==> src/rtl/eprom_word_reader.sv <==
// eprom_word_reader
// Clocked word-read sequencer for a high/low pair of 27256-style 32Kx8 boot
// EPROMs. A request walks IDLE -> SETUP -> ACCESS -> DONE. In SETUP, CE_n is
// asserted. In ACCESS, OE_n is held low for ACCESS_CYCLES clocks before both
// byte lanes are captured. In DONE, a one-cycle ack is returned. Every output
// is driven straight from a flop.
//
// Build option: define EPROM_RD_PREFETCH_EN to add a one-word sequential
// prefetch buffer. After each read, the next word (rom_addr+1, wrapping) is
// fetched into pf_data/pf_addr. A matching request is then acked one clock
// after it is seen.
module eprom_word_reader #(
  parameter int ADDR_W        = 15,
  parameter int ACCESS_CYCLES = 4
) (
  input  logic              clk,
  input  logic              reset,
  input  logic              req,
  input  logic [ADDR_W-1:0] req_addr,
  output logic              ack,
  output logic [15:0]       rd_data,
  output logic              busy,
  output logic [ADDR_W-1:0] rom_addr,
  output logic              rom_ce_n,
  output logic              rom_oe_n,
  input  logic [7:0]        rom_data_h,
  input  logic [7:0]        rom_data_l
);

  if ((ACCESS_CYCLES < 1) || (ACCESS_CYCLES > 15)) begin : g_bad_access_cycles
    $error("eprom_word_reader: ACCESS_CYCLES must be in the range 1..15");
  end

  // The counter is loaded with ACCESS_CYCLES-1. Capture happens on the clock
  // where the counter reads zero, so ACCESS lasts exactly ACCESS_CYCLES clocks.
  localparam logic [3:0]        CNT_LOAD = 4'(ACCESS_CYCLES - 1);
  localparam logic [ADDR_W-1:0] ADDR_ONE = {{(ADDR_W-1){1'b0}}, 1'b1};

`ifdef EPROM_RD_PREFETCH_EN
  typedef enum logic [2:0] {
    S_IDLE      = 3'd0,
    S_SETUP     = 3'd1,
    S_ACCESS    = 3'd2,
    S_DONE      = 3'd3,
    S_PF_SETUP  = 3'd4,
    S_PF_ACCESS = 3'd5
  } state_e;
`else
  typedef enum logic [1:0] {
    S_IDLE   = 2'd0,
    S_SETUP  = 2'd1,
    S_ACCESS = 2'd2,
    S_DONE   = 2'd3
  } state_e;
`endif

  state_e            state_q, state_d;
  logic [3:0]        cnt_q, cnt_d;
  logic [ADDR_W-1:0] addr_q, addr_d;
  logic [15:0]       data_q, data_d;
  logic              ack_q, ack_d;
  logic              busy_q, busy_d;
  logic              ce_n_q, ce_n_d;
  logic              oe_n_q, oe_n_d;

`ifdef EPROM_RD_PREFETCH_EN
  logic              pf_valid_q, pf_valid_d;
  logic [ADDR_W-1:0] pf_addr_q, pf_addr_d;
  logic [15:0]       pf_data_q, pf_data_d;
`endif

  // Next-state, access counter, address latch and data capture decode;
  // the pin and handshake outputs are derived from the state being entered
  always_comb begin
    state_d = state_q;
    cnt_d   = cnt_q;
    addr_d  = addr_q;
    data_d  = data_q;
`ifdef EPROM_RD_PREFETCH_EN
    pf_valid_d = pf_valid_q;
    pf_addr_d  = pf_addr_q;
    pf_data_d  = pf_data_q;
`endif

    case (state_q)
      S_IDLE: begin
        if (req) begin
          addr_d = req_addr;
`ifdef EPROM_RD_PREFETCH_EN
          if (pf_valid_q && (req_addr == pf_addr_q)) begin
            // Hit: return the buffered word at once, then refill from req_addr+1
            data_d  = pf_data_q;
            state_d = S_DONE;
          end else begin
            pf_valid_d = 1'b0;
            state_d    = S_SETUP;
          end
`else
          state_d = S_SETUP;
`endif
        end else begin
          state_d = S_IDLE;
        end
      end

      S_SETUP: begin
        cnt_d   = CNT_LOAD;
        state_d = S_ACCESS;
      end

      S_ACCESS: begin
        if (cnt_q == 4'd0) begin
          data_d  = {rom_data_h, rom_data_l};
          state_d = S_DONE;
        end else begin
          cnt_d = cnt_q - 4'd1;
        end
      end

      S_DONE: begin
`ifdef EPROM_RD_PREFETCH_EN
        // Address wraps naturally from all-ones to zero
        addr_d  = addr_q + ADDR_ONE;
        state_d = S_PF_SETUP;
`else
        state_d = S_IDLE;
`endif
      end

`ifdef EPROM_RD_PREFETCH_EN
      S_PF_SETUP: begin
        cnt_d   = CNT_LOAD;
        state_d = S_PF_ACCESS;
      end

      S_PF_ACCESS: begin
        if (cnt_q == 4'd0) begin
          pf_data_d  = {rom_data_h, rom_data_l};
          pf_addr_d  = addr_q;
          pf_valid_d = 1'b1;
          state_d    = S_IDLE;
        end else begin
          cnt_d = cnt_q - 4'd1;
        end
      end
`endif

      default: begin
        state_d = S_IDLE;
      end
    endcase

    ack_d  = (state_d == S_DONE);
    busy_d = (state_d != S_IDLE);
`ifdef EPROM_RD_PREFETCH_EN
    ce_n_d = !((state_d == S_SETUP) || (state_d == S_ACCESS) ||
               (state_d == S_PF_SETUP) || (state_d == S_PF_ACCESS));
    oe_n_d = !((state_d == S_ACCESS) || (state_d == S_PF_ACCESS));
`else
    ce_n_d = !((state_d == S_SETUP) || (state_d == S_ACCESS));
    oe_n_d = !(state_d == S_ACCESS);
`endif
  end

  // State, counter, address, captured word and registered pin outputs
  always_ff @(posedge clk) begin
    if (reset) begin
      state_q <= S_IDLE;
      cnt_q   <= 4'd0;
      addr_q  <= '0;
      data_q  <= 16'h0000;
      ack_q   <= 1'b0;
      busy_q  <= 1'b0;
      ce_n_q  <= 1'b1;
      oe_n_q  <= 1'b1;
    end else begin
      state_q <= state_d;
      cnt_q   <= cnt_d;
      addr_q  <= addr_d;
      data_q  <= data_d;
      ack_q   <= ack_d;
      busy_q  <= busy_d;
      ce_n_q  <= ce_n_d;
      oe_n_q  <= oe_n_d;
    end
  end

`ifdef EPROM_RD_PREFETCH_EN
  // Prefetch buffer: one word plus its address and a valid flag
  always_ff @(posedge clk) begin
    if (reset) begin
      pf_valid_q <= 1'b0;
      pf_addr_q  <= '0;
      pf_data_q  <= 16'h0000;
    end else begin
      pf_valid_q <= pf_valid_d;
      pf_addr_q  <= pf_addr_d;
      pf_data_q  <= pf_data_d;
    end
  end
`endif

  assign ack      = ack_q;
  assign rd_data  = data_q;
  assign busy     = busy_q;
  assign rom_addr = addr_q;
  assign rom_ce_n = ce_n_q;
  assign rom_oe_n = oe_n_q;

endmodule

==> config.mk <==
export PLATFORM = sky130hd
export DESIGN_NAME = eprom_word_reader
export DESIGN_NICKNAME = d
export VERILOG_FILES = /design/src/rtl/eprom_word_reader.sv
export SDC_FILE = /design/constraint.sdc
export NUM_CORES = 1
export LEC_CHECK = 0
export CORE_ASPECT_RATIO = 0.7
export CORE_MARGIN = 10
export CORE_UTILIZATION = 45
export DETAILED_ROUTE_END_ITERATION = 6
export GPL_TIMING_DRIVEN = 0
export HOLD_SLACK_MARGIN = 0.03
export PLACE_DENSITY = 0.83
export SYNTH_ARGS = -nofsm -noshare
export SYNTH_HDL_FRONTEND = slang
export SYNTH_SLANG_ARGS = --single-unit
==> constraint.sdc <==
create_clock -name clk -period 5.4 [get_ports clk]
set_input_delay 1.35 -clock clk [delete_from_list [all_inputs] [get_ports clk]]
set_output_delay 1.35 -clock clk [all_outputs]
set_load 0.05 [all_outputs]
==> impl_summary.md, run 1 <==
STA
The final period utilization is a little over half. For the final database, setup skew stands at 5.20 ps. The final worst setup slack is roughly 2600 ps. The post-route worst hold slack is 455 ps. Setup violations remaining at the end of the flow were counted as 0.

Setup repair after global routing left no endpoint under its margin. The worst pin sits at a relative slew slack of ~59%. The final hold violation count is 0.

At the pin with the least slew margin, the transition time is 621 ps. The max-slew violation count was 0. The post-route setup TNS is 0 ps. Derived from the worst setup path, the maximum achievable clock frequency is between 300 and 400 MHz. The worst path in the final design needs a cycle of 2810 ps, including I/O delays and setup.

Route
The count of nets left with antenna violations once routing finished came out at 0. The via density per instance is 4.78. For this block, the via count after detailed routing is 1,520. The routed design has 4540 um of wire. After detailed routing, the average wire length per cell comes to roughly 14 um. The first detailed-routing pass took 4 iterations. For this run, design rule violations remaining after detail routing come to 0. After the first detailed-routing iteration, the DRC count stood at 53.

Global route
Global routing finished with a remaining overflow of 0. The pin count of the biggest net entering global routing is 13. The number of antenna violations at the first check in global routing is 0. The overall routing resource usage is 13.7%.

The wire length of the first global-routing pass is 7310 um. The via count of the first global-routing pass is between 1,000 and 1,500.

Yosys
Counting every instance in the synthesized netlist gives 192. Counting flops and latches in the post-synthesis netlist gives 41. The net count of the mapped netlist is 235.

Summing every instance area after synthesis gives between 1500 and 2000 um^2. For this run, the number of Yosys warnings is 0. The average instance in the mapped netlist occupies roughly 8.8 um^2.

The share of the yosys chip area belonging to registers is 48.8%. In this run, distinct cell masters in the synthesized netlist total 27.

Placement
The cell total after placement is 310. The worst setup timing slack at the placement stage is 2680 ps. During placement, the flow inserted port buffers numbering 68.

The placed wire-length estimate is 3480 um. At the end of routability-driven placement, the weighted congestion stood at 0.719.

Cells and area
From synthesis to final layout, the design area changed by 50.2%. Cells with a size suffix above 1 make up 13.1% of the layout. The repair_antennas step left the layout with diodes totalling 0. In the layout the commonest cells are clkdlybuf4s50_1 (68), nand2_1 (56), dfxtp_1 (41). The final cell count without fillers is 318.

The library cell used most frequently in the layout, excluding fill and tap cells, is clkdlybuf4s50_1. The utilization after layout is 71.0%. In the final design database the tool counted slightly above 300 nets.

Power and ir drop
The power density normalized to cell area is 507 nW/um^2. The leakage power figure is 0.924 nW. IR analysis of the VDD net gives a maximum drop of approximately 0.34 mV.

Setup path
The type of element launching the critical path is a flop. The critical path goes through clkdlybuf4s50_1. The cell type of the slowest stage on the worst timing path is clkdlybuf4s50_1. In this run the critical register-to-register path is launched from state_q[0]. For this run, the slowest stage of the critical path takes 840 ps. The count of cells along the worst register-to-register path is 9.

The endpoint arrival time on the critical path is 1460 ps. The family with the most delay on the worst path is buffers and inverters. The maximum net fanout on the critical path is 2.

In this run the register-to-register setup slack is 3370 ps. The data required time at the worst endpoint is approximately 4100 ps. Counting both buffers and inverters, the worst setup path holds a total of 1.

The endpoint identified for the worst register-to-register timing path is ack. The worst setup path is of the flop to primary output kind. The worst setup path is captured at a primary output.

CTS
In this run, post-CTS repair resized a total of 0 instances. The TritonCTS clock tree is yes. Hold repair after CTS inserted 0 buffers. The number of setup buffers added after CTS is 0. The H-tree depth is 2.

The number of sinks driven by the clock tree is 41. The root buffer cell is clkbuf_8. In this run, CTS created clock tree buffers numbering 5. The clock network latency to the later pin of the worst-skew pair is 290 ps. After clock tree synthesis, the clock-pin slew on the worst setup and hold paths is 70 ps. The maximum number of buffers from clock root to sink is 2.

Die
The initial utilization of the core area, before any placement, comes to 47.3%. The height of the die is 71.1 um. The width of the die is 93.1 um.

After floorplanning, the core was sized to cover 3560 um^2. After floorplanning, the core was divided into 18 placement rows. Pin placement for this block handled 69 I/O pins. The overall die area is about 6600 um^2.

Min path
The sink of the worst hold path is rom_addr[4]. The worst hold path was traced through 2 stages. The type of the most critical hold path is flop to flop. The launch point of the worst hold path is rom_addr[4].

Run status
The run finished with clean final reports.

Run
The number of maximum-capacitance violations is 0.
## power by group
group / internal, mW / switching (mW) / leakage [nW]
combinational: 0.239 / 0.411 / 0.535
clock: 0.115 / 0.101 / 0.0542
sequential: 0.374 / 0.0387 / 0.335
## cell families (layout without fill, tap and decap cells)
logic type      after synthesis  count (layout)  share of synthesized area, %
fa+ha+maj                     9               9                          6.70
flops                        41              41                          48.8
buf+inv                      18              94                          5.65
simple gates                 84              84                          23.1
compound gates               40              40                          15.8
## cell type report
| class | count | area (um^2) |
|---|---|---|
| fillers | 289 | 1030 |
| flip-flops and latches | 41 | 821 |
| multi-input cells | 133 | 766 |
| repair buffers | 68 | 681 |
| clock buffers | 7 | 96.3 |
| plain buffers | 12 | 72.6 |
| well taps | 50 | 62.6 |
| inverters | 6 | 22.5 |
| clock inverters | 1 | 5.00 |
## flip-flops by register name (all words and copies together) (netlist names)
signal / count
cnt_q: 4
rom_addr: 15
busy: 1
rom_ce_n: 1
ack: 1
rd_data: 16
state_q: 2
rom_oe_n: 1
## worst min-delay path, cell delays in order, from the launching register on
cell and delay (ps):
dfxtp_1 310, nand2_1 50, a21oi_1 50
## synthesized netlist by cell type
library cell | number | area (um^2)
a21o_1 | 1 | 7.51
a21oi_1 | 24 | 120
a21oi_2 | 10 | 87.6
a311oi_1 | 2 | 17.5
a31oi_1 | 1 | 6.26
and2_1 | 2 | 12.5
and4bb_1 | 1 | 12.5
buf_1 | 2 | 7.51
buf_2 | 1 | 5.00
buf_4 | 2 | 15.0
buf_6 | 1 | 11.3
buf_8 | 1 | 15.0
clkbuf_1 | 5 | 18.8
dfxtp_1 | 41 | 821
ha_1 | 9 | 113
inv_1 | 6 | 22.5
nand2_1 | 56 | 210
nand2_2 | 10 | 62.6
nand2b_1 | 3 | 18.8
nand4b_1 | 2 | 17.5
nand4bb_1 | 1 | 11.3
nor2_1 | 5 | 18.8
nor2b_1 | 2 | 12.5
nor3_1 | 1 | 5.00
o21ai_0 | 1 | 5.00
o31ai_4 | 1 | 21.3
or2_2 | 1 | 6.26
## per-layer routing
metal  part of all wire (%)  GRT usage, %
met2                     41          18.7
met3                     12          8.32
met1                     46          17.1
met4                   0.90          4.61
met5                      0             0
## per-stage QoR
step	area, um^2	total power [mW]
floorplan	1680	0.867
global placement	2420	1.05
detailed placement	2420	1.07
CTS	2530	1.29
global route	2530	1.36
finish	2530	1.28
## worst max-delay path by stage
stage | slack [ps] | from | cells past startpoint | endpoint
finish | 2590 | rd_data[14] | 1 | rd_data[14]
floorplan | 3340 | req | 5 | ack
global placement | 2680 | req | 6 | rom_addr[6]
CTS | 2570 | rom_addr[5] | 1 | rom_addr[5]
detailed placement | 2680 | req | 6 | rom_addr[12]
global route | 2540 | rd_data[1] | 1 | rd_data[1]
No activity file was read; power rests on OpenSTA's default activity.
==> inputs of run 2 (changes only) <==
--- a/config.mk
+++ b/config.mk
@@ -7,11 +7,11 @@
 export LEC_CHECK = 0
 export CORE_ASPECT_RATIO = 0.7
 export CORE_MARGIN = 10
-export CORE_UTILIZATION = 45
+export CORE_UTILIZATION = 38
 export DETAILED_ROUTE_END_ITERATION = 6
 export GPL_TIMING_DRIVEN = 0
 export HOLD_SLACK_MARGIN = 0.03
-export PLACE_DENSITY = 0.83
+export PLACE_DENSITY = 0.75
 export SYNTH_ARGS = -nofsm -noshare
 export SYNTH_HDL_FRONTEND = slang
 export SYNTH_SLANG_ARGS = --single-unit
==> constraint.sdc (replaced) <==
create_clock -name clk -period 2.3 [get_ports clk]
set_input_delay 0.575 -clock clk [delete_from_list [all_inputs] [get_ports clk]]
set_output_delay 0.575 -clock clk [all_outputs]
set_load 0.05 [all_outputs]
==> impl_summary.md, run 2 (synthesized netlist as in run 1, its figures left out) <==
CTS
The number of setup buffers added after CTS came to 0 (unchanged). The H-tree depth is 2 (unchanged). The cts-stage hold buffer count is 0 (unchanged). The number of sinks driven by the clock tree was 41 (unchanged). The register clock-pin slew on the reported worst setup and hold paths was 70 ps (about the same). The TritonCTS clock tree is yes. The post-cts repair resize count is 0 (unchanged).

The maximum number of buffers from clock root to sink is 2 (unchanged). The clock buffer count from CTS is 5 (unchanged). In this run the clock root is driven by a clkbuf_8.

The clock network latency to the later pin of the worst-skew pair is 290 ps (about the same).

Setup path
The family with the most delay on the worst path is buffers and inverters. STA classifies the critical path startpoint as a flop. The slowest stage of the critical path belongs to the cell clkdlybuf4s50_1. The data required time at the worst endpoint came to 1730 ps (-2320 ps). The worst setup path is captured at a primary output. The delay of the slowest cell on the worst path is 830 ps (about the same). The maximum net fanout on the critical path came to 2 (unchanged). The critical path is of the flop to primary output type. The endpoint arrival time on the critical path is 1460 ps (about the same).

Traced cell by cell, the critical path runs through clkdlybuf4s50_1. The buffer and inverter count on the worst path is 1 (unchanged). The reg-to-reg setup timing slack came to 360 ps (-3010 ps).

Global route
The via count of the first global-routing pass is 1,449 (+0.21%). The wire length of the first global-routing pass is 6850 um (-6.3%). The number of antenna violations at the first check in global routing is 0 (unchanged).

The overall routing resource usage is 11.3% (-2.3 points). The total global routing overflow is 0 (unchanged). The pin count of the biggest net entering global routing is 13 (unchanged).

STA
The post-route setup TNS is 0 ps (unchanged). The final number of setup-violating endpoints is 0 (unchanged). The max-slew headroom at the worst pin is 59.1% (+0.54 points). The maximum clock skew at final layout is 6.40 ps (+1.20 ps). The final hold violation count was 0 (unchanged). The fmax is 491 MHz. The slew at the pin with the worst max-slew slack is 613 ps (-8.06 ps). The post-route worst hold slack was 457 ps (+2.16 ps).

Setup repair after global routing left no endpoint under its margin. The max-slew violation count is 0 (unchanged). Counting I/O delays and the setup requirement, the final critical path takes 2030 ps. The final period utilization is 88.5%.

Cells and area
The area growth from synthesis to layout is 50.6%. The final cell count without fillers is 323 (+1.6%). The net count reported at finish is 310 (unchanged). The flip-flop count of the largest register after layout is 16 (unchanged).

The number of diodes added for antenna fixing is 0 (unchanged). The fraction of final layout cells sized beyond drive strength 1 is 13.1% (unchanged). The top cell types in the final layout, fill and taps aside, are clkdlybuf4s50_1 (68), nand2_1 (56), dfxtp_1 (41). The library cell used most frequently in the layout, excluding fill and tap cells, is clkdlybuf4s50_1.

Placement
The total of buffers placed on input and output ports is 68 (unchanged). The final weighted congestion in routability-driven placement is 0.794 (+10%). The placed wire-length estimate was 3300 um (-5.2%).

The cell total after placement is 315 (+1.6%).

Power and ir drop
The part of the total power dissipated in sequential elements is 32.4% (about the same). The fraction of power spent switching nets is 42.8% (-0.31 points). The power density normalized to cell area is 1180 nW/um^2 (+130%). The cell internal power dissipation was 1.71 mW (+130%). The net switching power came to 1.28 mW (+130%). The leakage power figure is 0.924 nW (unchanged). The combinational power share is 50.4% (-0.4 points). The power share of the clock group is 17.2% (+0.3 points).

The worst vdd rail ir drop is 0.500 mV (+47%).

Die
The effective utilization at floorplan is 39.1% (-8.2 points). The height of the die is 75.7 um (+6.3%). The overall die area was 7530 um^2 (+14%). The width of the die is 99.5 um (+6.9%). The number of rows in the core area came to 20 (+2). The number of top-level pins is 69 (unchanged). The placeable core region came to 4300 um^2 (+21%).

Route
The routed via count is 1,457 (-4.1%). The via density per instance is 4.51 (-5.6%). The number of nets still failing antenna checks after routing is 0 (unchanged). The DRC marker count from the first detailed-route iteration came to 63 (+19%).

The detailed-route wire length is 4290 um (-5.7%). The DRC violation count after routing came to 0 (unchanged). The average wire per cell in the routed design was 13.3 um (-7.2%). The number of detailed-route iterations in the first pass is 4 (unchanged).

Min path
The type of the most critical hold path is flop to flop.

Run status
The run finished with clean final reports.

Run
The number of maximum-capacitance violations was 0 (unchanged).
==> run 2: cell type report <==
cell class              instances  area (um^2)
well taps                      55         68.8
multi-input cells             133          766
clock buffers                   7         96.3
clock inverters                 1         5.00
flip-flops and latches         41          821
repair buffers                 68          681
fillers                       367         1770
plain buffers                  12         72.6
inverters                       6         22.5
==> run 2: power by group through the flow <==
stage                     Sequential, mW  Combinational, mW  Clock, mW
after detailed placement           0.984               1.51          0
after floorplan                     1.40              0.635          0
final                              0.969               1.50      0.513
after global routing               0.995               1.64      0.561
after CTS                          0.969               1.52      0.531
after global placement             0.979               1.51          0
==> run 2: per-stage QoR <==
stage               power (mW)  worst slack (ps)  instance area [um^2]  util [%]
finish                    2.99               265                  2530      58.8
detailed placement        2.50               289                  2430      56.5
floorplan                 2.04               508                  1680         -
global route              3.19               206                  2530      58.8
CTS                       3.02               251                  2530      58.8
global placement          2.49               316                  2430      56.5
==> run 2: path summary, 6_finish.rpt <==
kind / cells past startpoint / end / start
max: 1 / rd_data[13] / rd_data[13]
min: 2 / rom_addr[12] / rom_addr[12]
max reg2reg: 9 / ack / state_q[0]
min reg2reg: 2 / rom_addr[12] / rom_addr[12]
==> run 2: metal layers <==
metal	up-vias	GRT usage (%)	wire length [um]
met3	6	7.79	563
met4	0	3.80	45
met1	635	13.4	1960
met5	-	0	0
li1	769	-	-
met2	47	15.9	1710
